### config.mk
export PLATFORM = sky130hd
export DESIGN_NAME = cmd_dispatch_ctrl
export DESIGN_NICKNAME = d
export VERILOG_FILES = /design/src/rtl/cmd_dispatch_ctrl.sv
export SDC_FILE = /design/constraint.sdc
export NUM_CORES = 1
export LEC_CHECK = 0
export CAP_MARGIN = 0
export CELL_PAD_IN_SITES_DETAIL_PLACEMENT = 1
export CELL_PAD_IN_SITES_GLOBAL_PLACEMENT = 2
export CORE_MARGIN = 4
export CORE_UTILIZATION = 28
export DETAILED_ROUTE_END_ITERATION = 8
export GPL_ROUTABILITY_DRIVEN = 0
export PLACE_DENSITY_LB_ADDON = 0.2
export SETUP_SLACK_MARGIN = 0.05
export SLEW_MARGIN = 20
export SYNTH_ARGS = -nofsm -noshare
export SYNTH_HDL_FRONTEND = slang
export SYNTH_SLANG_ARGS = --single-unit
### constraint.sdc
create_clock -name clk -period 2.2 [get_ports clk]
set_input_delay 0.33 -clock clk [delete_from_list [all_inputs] [get_ports clk]]
set_output_delay 0.33 -clock clk [all_outputs]
set_load 0.02 [all_outputs]
### src/rtl/cmd_dispatch_ctrl.sv
// Command dispatcher: latches a command code, runs the matching handler, merges its status and enforces a timeout.
// Optional statistics counters are built only when CMD_DISPATCH_STATS_EN is defined.
module cmd_dispatch_ctrl #(
  parameter int unsigned N_HANDLERS     = 4,
  parameter int unsigned TIMEOUT_CYCLES = 1000,
  parameter int unsigned TMR_W          = 16
) (
  input  logic                  clk,
  input  logic                  reset,
  input  logic [31:0]           rx_tdata,
  input  logic                  command_le,
  input  logic                  run_cmd_sm,
  input  logic [N_HANDLERS-1:0] handler_running,
  input  logic [N_HANDLERS-1:0] handler_done,
  output logic [N_HANDLERS-1:0] run_handler,
  output logic [N_HANDLERS-1:0] handler_abort,
  output logic                  cmd_sm_running,
  output logic                  cmd_sm_done,
  output logic                  cmd_timeout,
  input  logic                  clr_stats,
  output logic [15:0]           illegal_cnt,
  output logic [15:0]           timeout_cnt
);

  typedef enum logic [2:0] {
    S_IDLE,
    S_RUN,
    S_ILLEGAL,
    S_TIMEOUT,
    S_DONE,
    S_WAIT_DROP
  } state_e;

  localparam logic [TMR_W-1:0] TMR_LAST = TMR_W'(TIMEOUT_CYCLES - 1);

  state_e                  state_q;
  logic [31:0]             code_q;
  logic                    valid_q;
  logic [N_HANDLERS-1:0]   sel_q;
  logic                    run_prev_q;
  logic [TMR_W-1:0]        timer_q;
  logic [N_HANDLERS-1:0]   run_handler_q;
  logic [N_HANDLERS-1:0]   abort_q;
  logic                    running_q;
  logic                    done_q;
  logic                    timeout_q;

  logic                    dec_valid_c;
  logic [N_HANDLERS-1:0]   dec_sel_c;
  logic                    run_rise_c;
  logic                    done_hit_c;
  logic                    tmr_exp_c;
  logic                    sel_running_c;

  always_comb begin
    dec_valid_c   = (code_q[31:4] == 28'd0) && ({1'b0, code_q[3:0]} < 5'(N_HANDLERS));
    dec_sel_c     = dec_valid_c ? (N_HANDLERS'(1) << code_q[3:0]) : '0;
    run_rise_c    = run_cmd_sm & ~run_prev_q;
    done_hit_c    = |(handler_done & sel_q);
    tmr_exp_c     = (timer_q == TMR_LAST);
    sel_running_c = |(handler_running & sel_q);
  end

  // Code capture in any state; decoded selection is frozen outside IDLE.
  always_ff @(posedge clk or posedge reset) begin
    if (reset) begin
      code_q  <= '0;
      valid_q <= 1'b0;
      sel_q   <= '0;
    end else begin
      if (command_le) code_q <= rx_tdata;
      if (state_q == S_IDLE) begin
        valid_q <= dec_valid_c;
        sel_q   <= dec_sel_c;
      end
    end
  end

  always_ff @(posedge clk or posedge reset) begin
    if (reset) begin
      state_q       <= S_IDLE;
      run_prev_q    <= 1'b0;
      timer_q       <= '0;
      run_handler_q <= '0;
      abort_q       <= '0;
      running_q     <= 1'b0;
      done_q        <= 1'b0;
      timeout_q     <= 1'b0;
    end else begin
      run_prev_q    <= run_cmd_sm;
      run_handler_q <= '0;
      abort_q       <= '0;
      running_q     <= 1'b0;
      done_q        <= 1'b0;
      if (command_le) timeout_q <= 1'b0;
      case (state_q)
        S_IDLE: begin
          if (run_rise_c) begin
            if (valid_q) begin
              state_q       <= S_RUN;
              timer_q       <= '0;
              run_handler_q <= sel_q;
              running_q     <= sel_running_c;
            end else begin
              state_q <= S_ILLEGAL;
            end
          end
        end
        S_RUN: begin
          // Parser abandonment wins, then completion, then expiry.
          if (!run_cmd_sm) begin
            state_q <= S_IDLE;
          end else if (done_hit_c) begin
            state_q <= S_DONE;
            done_q  <= 1'b1;
          end else if (tmr_exp_c) begin
            state_q   <= S_TIMEOUT;
            abort_q   <= sel_q;
            done_q    <= 1'b1;
            timeout_q <= 1'b1;
          end else begin
            timer_q       <= timer_q + TMR_W'(1);
            run_handler_q <= sel_q;
            running_q     <= sel_running_c;
          end
        end
        S_ILLEGAL: begin
          if (!run_cmd_sm) state_q <= S_IDLE;
        end
        S_TIMEOUT: state_q <= S_WAIT_DROP;
        S_DONE:    state_q <= S_WAIT_DROP;
        S_WAIT_DROP: begin
          if (!run_cmd_sm) state_q <= S_IDLE;
        end
        default: state_q <= S_IDLE;
      endcase
    end
  end

  assign run_handler    = run_handler_q;
  assign handler_abort  = abort_q;
  assign cmd_sm_running = running_q;
  assign cmd_sm_done    = done_q;
  assign cmd_timeout    = timeout_q;

`ifdef CMD_DISPATCH_STATS_EN
  logic        illegal_evt_c;
  logic        timeout_evt_c;
  logic [15:0] illegal_cnt_q;
  logic [15:0] timeout_cnt_q;

  always_comb begin
    illegal_evt_c = (state_q == S_IDLE) && run_rise_c && !valid_q;
    timeout_evt_c = (state_q == S_RUN) && run_cmd_sm && !done_hit_c && tmr_exp_c;
  end

  // Saturating counters; a clear beats a same-cycle increment.
  always_ff @(posedge clk or posedge reset) begin
    if (reset) begin
      illegal_cnt_q <= '0;
      timeout_cnt_q <= '0;
    end else if (clr_stats) begin
      illegal_cnt_q <= '0;
      timeout_cnt_q <= '0;
    end else begin
      if (illegal_evt_c && (illegal_cnt_q != 16'hFFFF)) illegal_cnt_q <= illegal_cnt_q + 16'd1;
      if (timeout_evt_c && (timeout_cnt_q != 16'hFFFF)) timeout_cnt_q <= timeout_cnt_q + 16'd1;
    end
  end

  assign illegal_cnt = illegal_cnt_q;
  assign timeout_cnt = timeout_cnt_q;
`else
  logic unused_clr_stats;
  assign unused_clr_stats = clr_stats;
  assign illegal_cnt      = 16'd0;
  assign timeout_cnt      = 16'd0;
`endif

endmodule

---- Yosys cells after proc, flatten, opt, wreduce, memory -nomap -nowiden ----
Index checks and enable logic that the tools add are counted.
storage, ports and cells
  register bits after elaboration ......... 68
  input bits .............................. 45
  output and inout port bits .............. 43
operators by class
  bitwise gates (word level) .............. 4
  equal/unequal tests ..................... 13
  multiplexer cells ....................... 39
  $add $sub $neg .......................... 1
  reductions and logical operators ........ 10
  magnitude comparators ................... 1
  shift-type cells ........................ 1
operator list
  operator                                                                       number
  16-bit 2-to-1 mux                                                              5
  4-bit 2-to-1 mux                                                               10
  16-bit case mux with 2 select lines                                            1
  28-bit zero test                                                               1
  16-bit by 1-bit adder with 16-bit output (second input constant)               1
  16-bit by 10-bit equality test with 1-bit output (second input constant)       1
  3-bit 2-to-1 mux                                                               5
  1-bit 2-to-1 mux                                                               14
  2-bit inequality test (second input constant)                                  6
  3-bit case mux with 4 select lines                                             1
  4-bit bitwise AND                                                              2
  4-bit case mux with 2 select lines                                             1
  4-bit OR reduction                                                             2
  3-bit by 2-bit equality test with 1-bit output (second input constant)         2
  3-bit equality test (second input constant)                                    2
  6-bit AND reduction                                                            1
  4-bit by 3-bit less-than comparator with 1-bit output (second input constant)  1
  4-bit inequality test (second input constant)                                  1
  2-bit OR reduction                                                             2
  1-bit by 4-bit left shift with 4-bit output (first input constant)             1
  3-bit by 1-bit equality test with 1-bit output (second input constant)         1
  3-bit zero test                                                                1
  3-bit AND reduction                                                            1
  2-bit 2-to-1 mux                                                               1
  5 further kinds                                                                5

---- Logic depth before layout (Yosys ltp) ----
Gate-level depths: netlist of the first run.
  depth in word-level cells ............... 6
  gate-level depth with buffers ........... 6

---- Worst setup path before layout of the first run ----
No wires, ideal clock.
  kind .................................... flip-flop to flip-flop
  start point ............................. register timer_q[10]
  end point ............................... register timer_q[10]
  required time ........................... 2.134 ns
  arrival ................................. 1.893 ns
  cell stages (with the launch flop) ...... 5
  path slack .............................. 0.242 ns
  path through ............................ dfrtp_1 or4_4 or4_4 a21oi_4 a22o_1
on the way
  longest elaborated chain between the ends .. 5
  elaborated cells between the ends (all ways) .. 8
  classes of those cells .................. add/sub: 1; eq/ne: 2; mux: 4; reduce/logical: 1
RTL lines
  item                                      RTL line  source
  start: declaration                        41        logic [TMR_W-1:0] timer_q;
  start signal: assignment                  122       timer_q <= timer_q + TMR_W'(1);
  16-bit by 1-bit adder with 16-bit output  122
  16-bit 2-to-1 mux                         116       end else if (tmr_exp_c) begin
  16-bit 2-to-1 mux                         113       end else if (done_hit_c) begin
  16-bit 2-to-1 mux                         111       if (!run_cmd_sm) begin
  16-bit case mux with 2 select lines       96        case (state_q)
Parallel ways exist; a longest one is shown, timed or not. The select of a mux whose other input is x is not followed.
A chain may end at the register's enable or synchronous reset.

---- Worst setup path after layout of the first run ----
  start point ............................. register timer_q[11]
  end point ............................... register timer_q[10]
on the way
  longest elaborated chain between the ends .. 3
RTL lines
  item                                              RTL line  source
  16-bit by 10-bit equality test with 1-bit output  60        tmr_exp_c = (timer_q == TMR_LAST);
  2-bit inequality test (no line)                   n/a
  6-bit AND reduction (no line)                     n/a
No other way between the ends.

==> results of run 1 <==
-- sequential cells by signal, summed over array words and instances, names as in the netlist --
signal,cells
state_q,3
timer_q,16
cmd_sm_running,1
cmd_timeout,1
run_prev_q,1
code_q,32
handler_abort,4
valid_q,1
sel_q,4
run_handler,4
cmd_sm_done,1
-- per-layer routing --
metal,vias up,part of all wire (%),GRT usage (%)
li1,1165,-,-
met1,1228,46,16.5
met2,55,48,20.7
met3,11,4.5,5.08
met4,0,1.6,4.59
met5,-,0,0
-- Yosys cell counts (3+ instances only) --
cell type	n	area share [%]
dfrtp_1	68	51
buf_4	32	7.3
mux2_2	30	10
a31oi_1	10	1.9
inv_1	10	1.1
nand2_1	9	1.0
nor2_1	9	1.0
nor4_1	9	1.7
a21oi_1	7	1.1
and3_1	7	1.3
nand3_1	7	1.1
nand4_1	7	1.3
clkbuf_1	6	0.68
nor3_1	6	0.91
a22oi_1	5	1.1
o211ai_1	5	1.1
a32o_1	4	1.2
and2_1	4	0.76
o21ai_0	4	0.60
a21o_1	3	0.68
a41oi_1	3	0.79
o21ai_1	3	0.45
or4_4	3	1.0
-- cells by family after synthesis --
logic type	after synthesis	synth area share, %
compound gates	58	12.6
xor+xnor	3	0.794
fa+ha+maj	1	0.378
buf+inv	54	10.3
flops	68	51.4
mux	30	10.2
other cells	1	0.113
simple gates	76	14.3
-- cell type report --
type | instances | area, um2
Fill cell | 1254 | 7150
Sequential cell | 68 | 1700
Multi-Input combinational cell | 200 | 1380
Timing Repair Buffer | 78 | 746
Clock buffer | 10 | 229
Tap cell | 143 | 179
Clock inverter | 6 | 88.8
Inverter | 10 | 37.5
-- per-stage QoR --
step | utilization [%] | total power [W] | std cells
floorplan | - | 0.00179 | 322
global placement | 35.1 | 0.00191 | 499
detailed placement | 35.1 | 0.00192 | 499
CTS | 37.9 | 0.00349 | 515
global route | 37.9 | 0.00362 | 515
finish | 37.9 | 0.00345 | 515
-- power breakdown --
group / leakage, nW / total, W / switching (W) / internal (W)
registers: 0.862 / 0.00147 / 0.000113 / 0.00136
clock network: 0.149 / 0.00155 / 0.000558 / 0.000992
logic: 0.853 / 0.000428 / 0.000216 / 0.000212
total: 1.86 / 0.00345 / 0.000886 / 0.00256
-- worst max path at each step --
stage,startpoint,to,depth (start not counted)
2_1_floorplan,reset,cmd_sm_done$_DFF_PP0_,1
3_3_place_gp,handler_done[0],timer_q[4]$_DFFE_PP0P_,7
3_5_place_dp,handler_done[2],timer_q[4]$_DFFE_PP0P_,7
4_1_cts,timer_q[11]$_DFFE_PP0P_,timer_q[10]$_DFFE_PP0P_,4
5_1_grt,timer_q[11]$_DFFE_PP0P_,timer_q[1]$_DFFE_PP0P_,4
6_report,timer_q[11]$_DFFE_PP0P_,timer_q[10]$_DFFE_PP0P_,4
-- worst max-delay path, cell delays in order, from the launching register on --
cell and delay (ns):
dfrtp_1 0.42, or4_4 0.56, or4_4 0.61, a21oi_4 0.24
a22o_1 0.17
==> results.md, run 1 <==
Global route:
- The total overflow left after global routing is 0.
- For this run, the total global-route usage over all layers was measured as 13.1%.
- The number of antenna violations at the first check in global routing is 0.
- Entering global routing, the biggest net connects 69 pins.
- The wire length of the first global-routing pass is approximately 14000 um.
- The via count of the first global-routing pass is between 2000 and 3000.

Power:
- The largest voltage drop on the vdd net is between 0.2 and 0.3 mV.
- In this run the power density over the cells is ~790 nW/um2.
- The leakage power summed over all cells is approximately 1.9 nW.

STA:
- Subtracting the final worst setup slack from the clock period gives around 2.1 ns.
- After layout, the worst path uses a little over nine tenths of the clock period.
- Across the routed clock network, the largest skew measured is ~0.0082 ns.
- The number of max-slew violations in the final report is 0.
- After routing, the total negative slack on setup checks comes to 0 ns.
- The post-route worst setup slack is between 0.1 and 0.15 ns.
- The count of final hold-check violations was 0.
- The final hold slack is 0.389 ns.
- Based on the critical path, the design can be clocked at up to ~0.48 GHz.
- Setup violations remaining at the end of the flow were counted as 0.
- Setup repair after global routing left no endpoint under its margin.

Floorplan:
- The area enclosed by the die boundary is 13600 um2.
- The y dimension of the die is 117 um.
- After floorplanning, the core was divided into 39 placement rows.
- For this design the top-level I/O count stands at 88.
- The floorplan step defined a core boundary enclosing between 10000 and 15000 um2.
- The initial core utilization is about 29%.
- The floorplan die width is approximately 120 um.

Final layout:
- Relative to the synthesized area, the layout overhead comes to 31.9%.
- The number of antenna diodes is 0.
- With fillers left out, the area of the finished cells amounts to roughly 4400 um2.
- The share of cells above drive strength 1 is between 20% and 30%.
- The library cells used most frequently in the layout, excluding fill and tap cells, are dfrtp_1 (68), clkdlybuf4s50_1 (54), conb_1 (32).
- The library cell used most frequently in the layout, excluding fill and tap cells, is dfrtp_1.
- The number of nets in the finished design is a little over 400.

Yosys:
- The number of enable flip-flop cells after synthesis is 0.
- In the synthesized netlist the async set-or-reset flop fraction comes to 100%.
- The synthesized design contains 68 register bits.
- A synthesized cell averages between 10 and 15 um2.
- The flip-flop cell with the highest count after synthesis is dfrtp_1.
- The instance count of the mapped netlist is between 200 and 300.
- The Yosys step of the flow raised 0 warnings.
- The mapped netlist covers around 3300 um2.
- After synthesis, flip-flops and latches occupy between 50% and 60% of the total area.
- Synthesis instantiated 53 different standard cells from the library.

CTS:
- The buffer type at the clock tree root is clkbuf_16.
- The post-cts repair resize count is 0.
- For this design, the CTS-stage hold fixing added 0 buffers.
- The number of setup buffers added after CTS is 0.
- The CTS buffer count is 9.
- Clock latency on the worst-skew pair, taken at its later pin, is between 0.3 and 0.4 ns.
- The clock-pin slew of the registers on the worst-case setup and hold paths is around 0.060 ns.
- The clock tree from TritonCTS is built.
- The maximum count of clock buffers along a single path is 2.
- The H-tree depth is 3.
- The total number of clock tree sinks is 68.

Worst setup path:
- The largest driver fanout on the critical path is 5.
- The endpoint of the lowest-slack register-to-register path is timer_q[10]$_DFFE_PP0P_.
- The data required time at the worst endpoint is 2.48 ns.
- The arrival time at the worst endpoint is 2.34 ns.
- The startpoint class of the critical path is a flip-flop.
- The setup check on the worst reg-to-reg path leaves a slack of roughly 0.14 ns.
- The start-to-end type of the worst setup path is reg2reg.
- The cell count of the worst reg-to-reg path is 4.
- The worst setup path is captured at a flip-flop.
- The startpoint identified for the worst register-to-register timing path is timer_q[11]$_DFFE_PP0P_.

Route:
- The number of nets still failing antenna checks after routing is 0.
- The via count normalized by instance count is 4.77.
- For this block, the initial DRC count from the detailed router was between 100 and 150.
- Detailed routing inserted a total of approximately 2500 vias.
- The first detailed-routing pass took 4 iterations.
- Wires add up to ~8000 um.
- The detailed-route wire length per cell is about 16 um.
- After detailed routing, the number of remaining DRC violations is 0.

Placed design:
- Once placement finished, the instance area stood at between 4000 and 5000 um2.
- Prior to clock tree synthesis, the placed netlist has a worst setup slack of about 0.059 ns.
- After legalization and detailed placement, the total HPWL measured approximately 6000 um.
- The number of input and output port buffers inserted is 54.

Run status:
- The flow ran to the end, and the final reports show no timing, DRC or antenna violations.

Run:
- The tool flagged a number of max-cap violations equal to 0.

Min path:
- The tightest min-delay check is of the in2async type.
Note: power is estimated with default switching activity, not from simulation.
==> run 2: changes to the inputs <==
- ABC_CLOCK_PERIOD_IN_PS: unset -> 2200
==> results of run 2 <==
Final layout, timing and power as in run 1 (identical DEF).
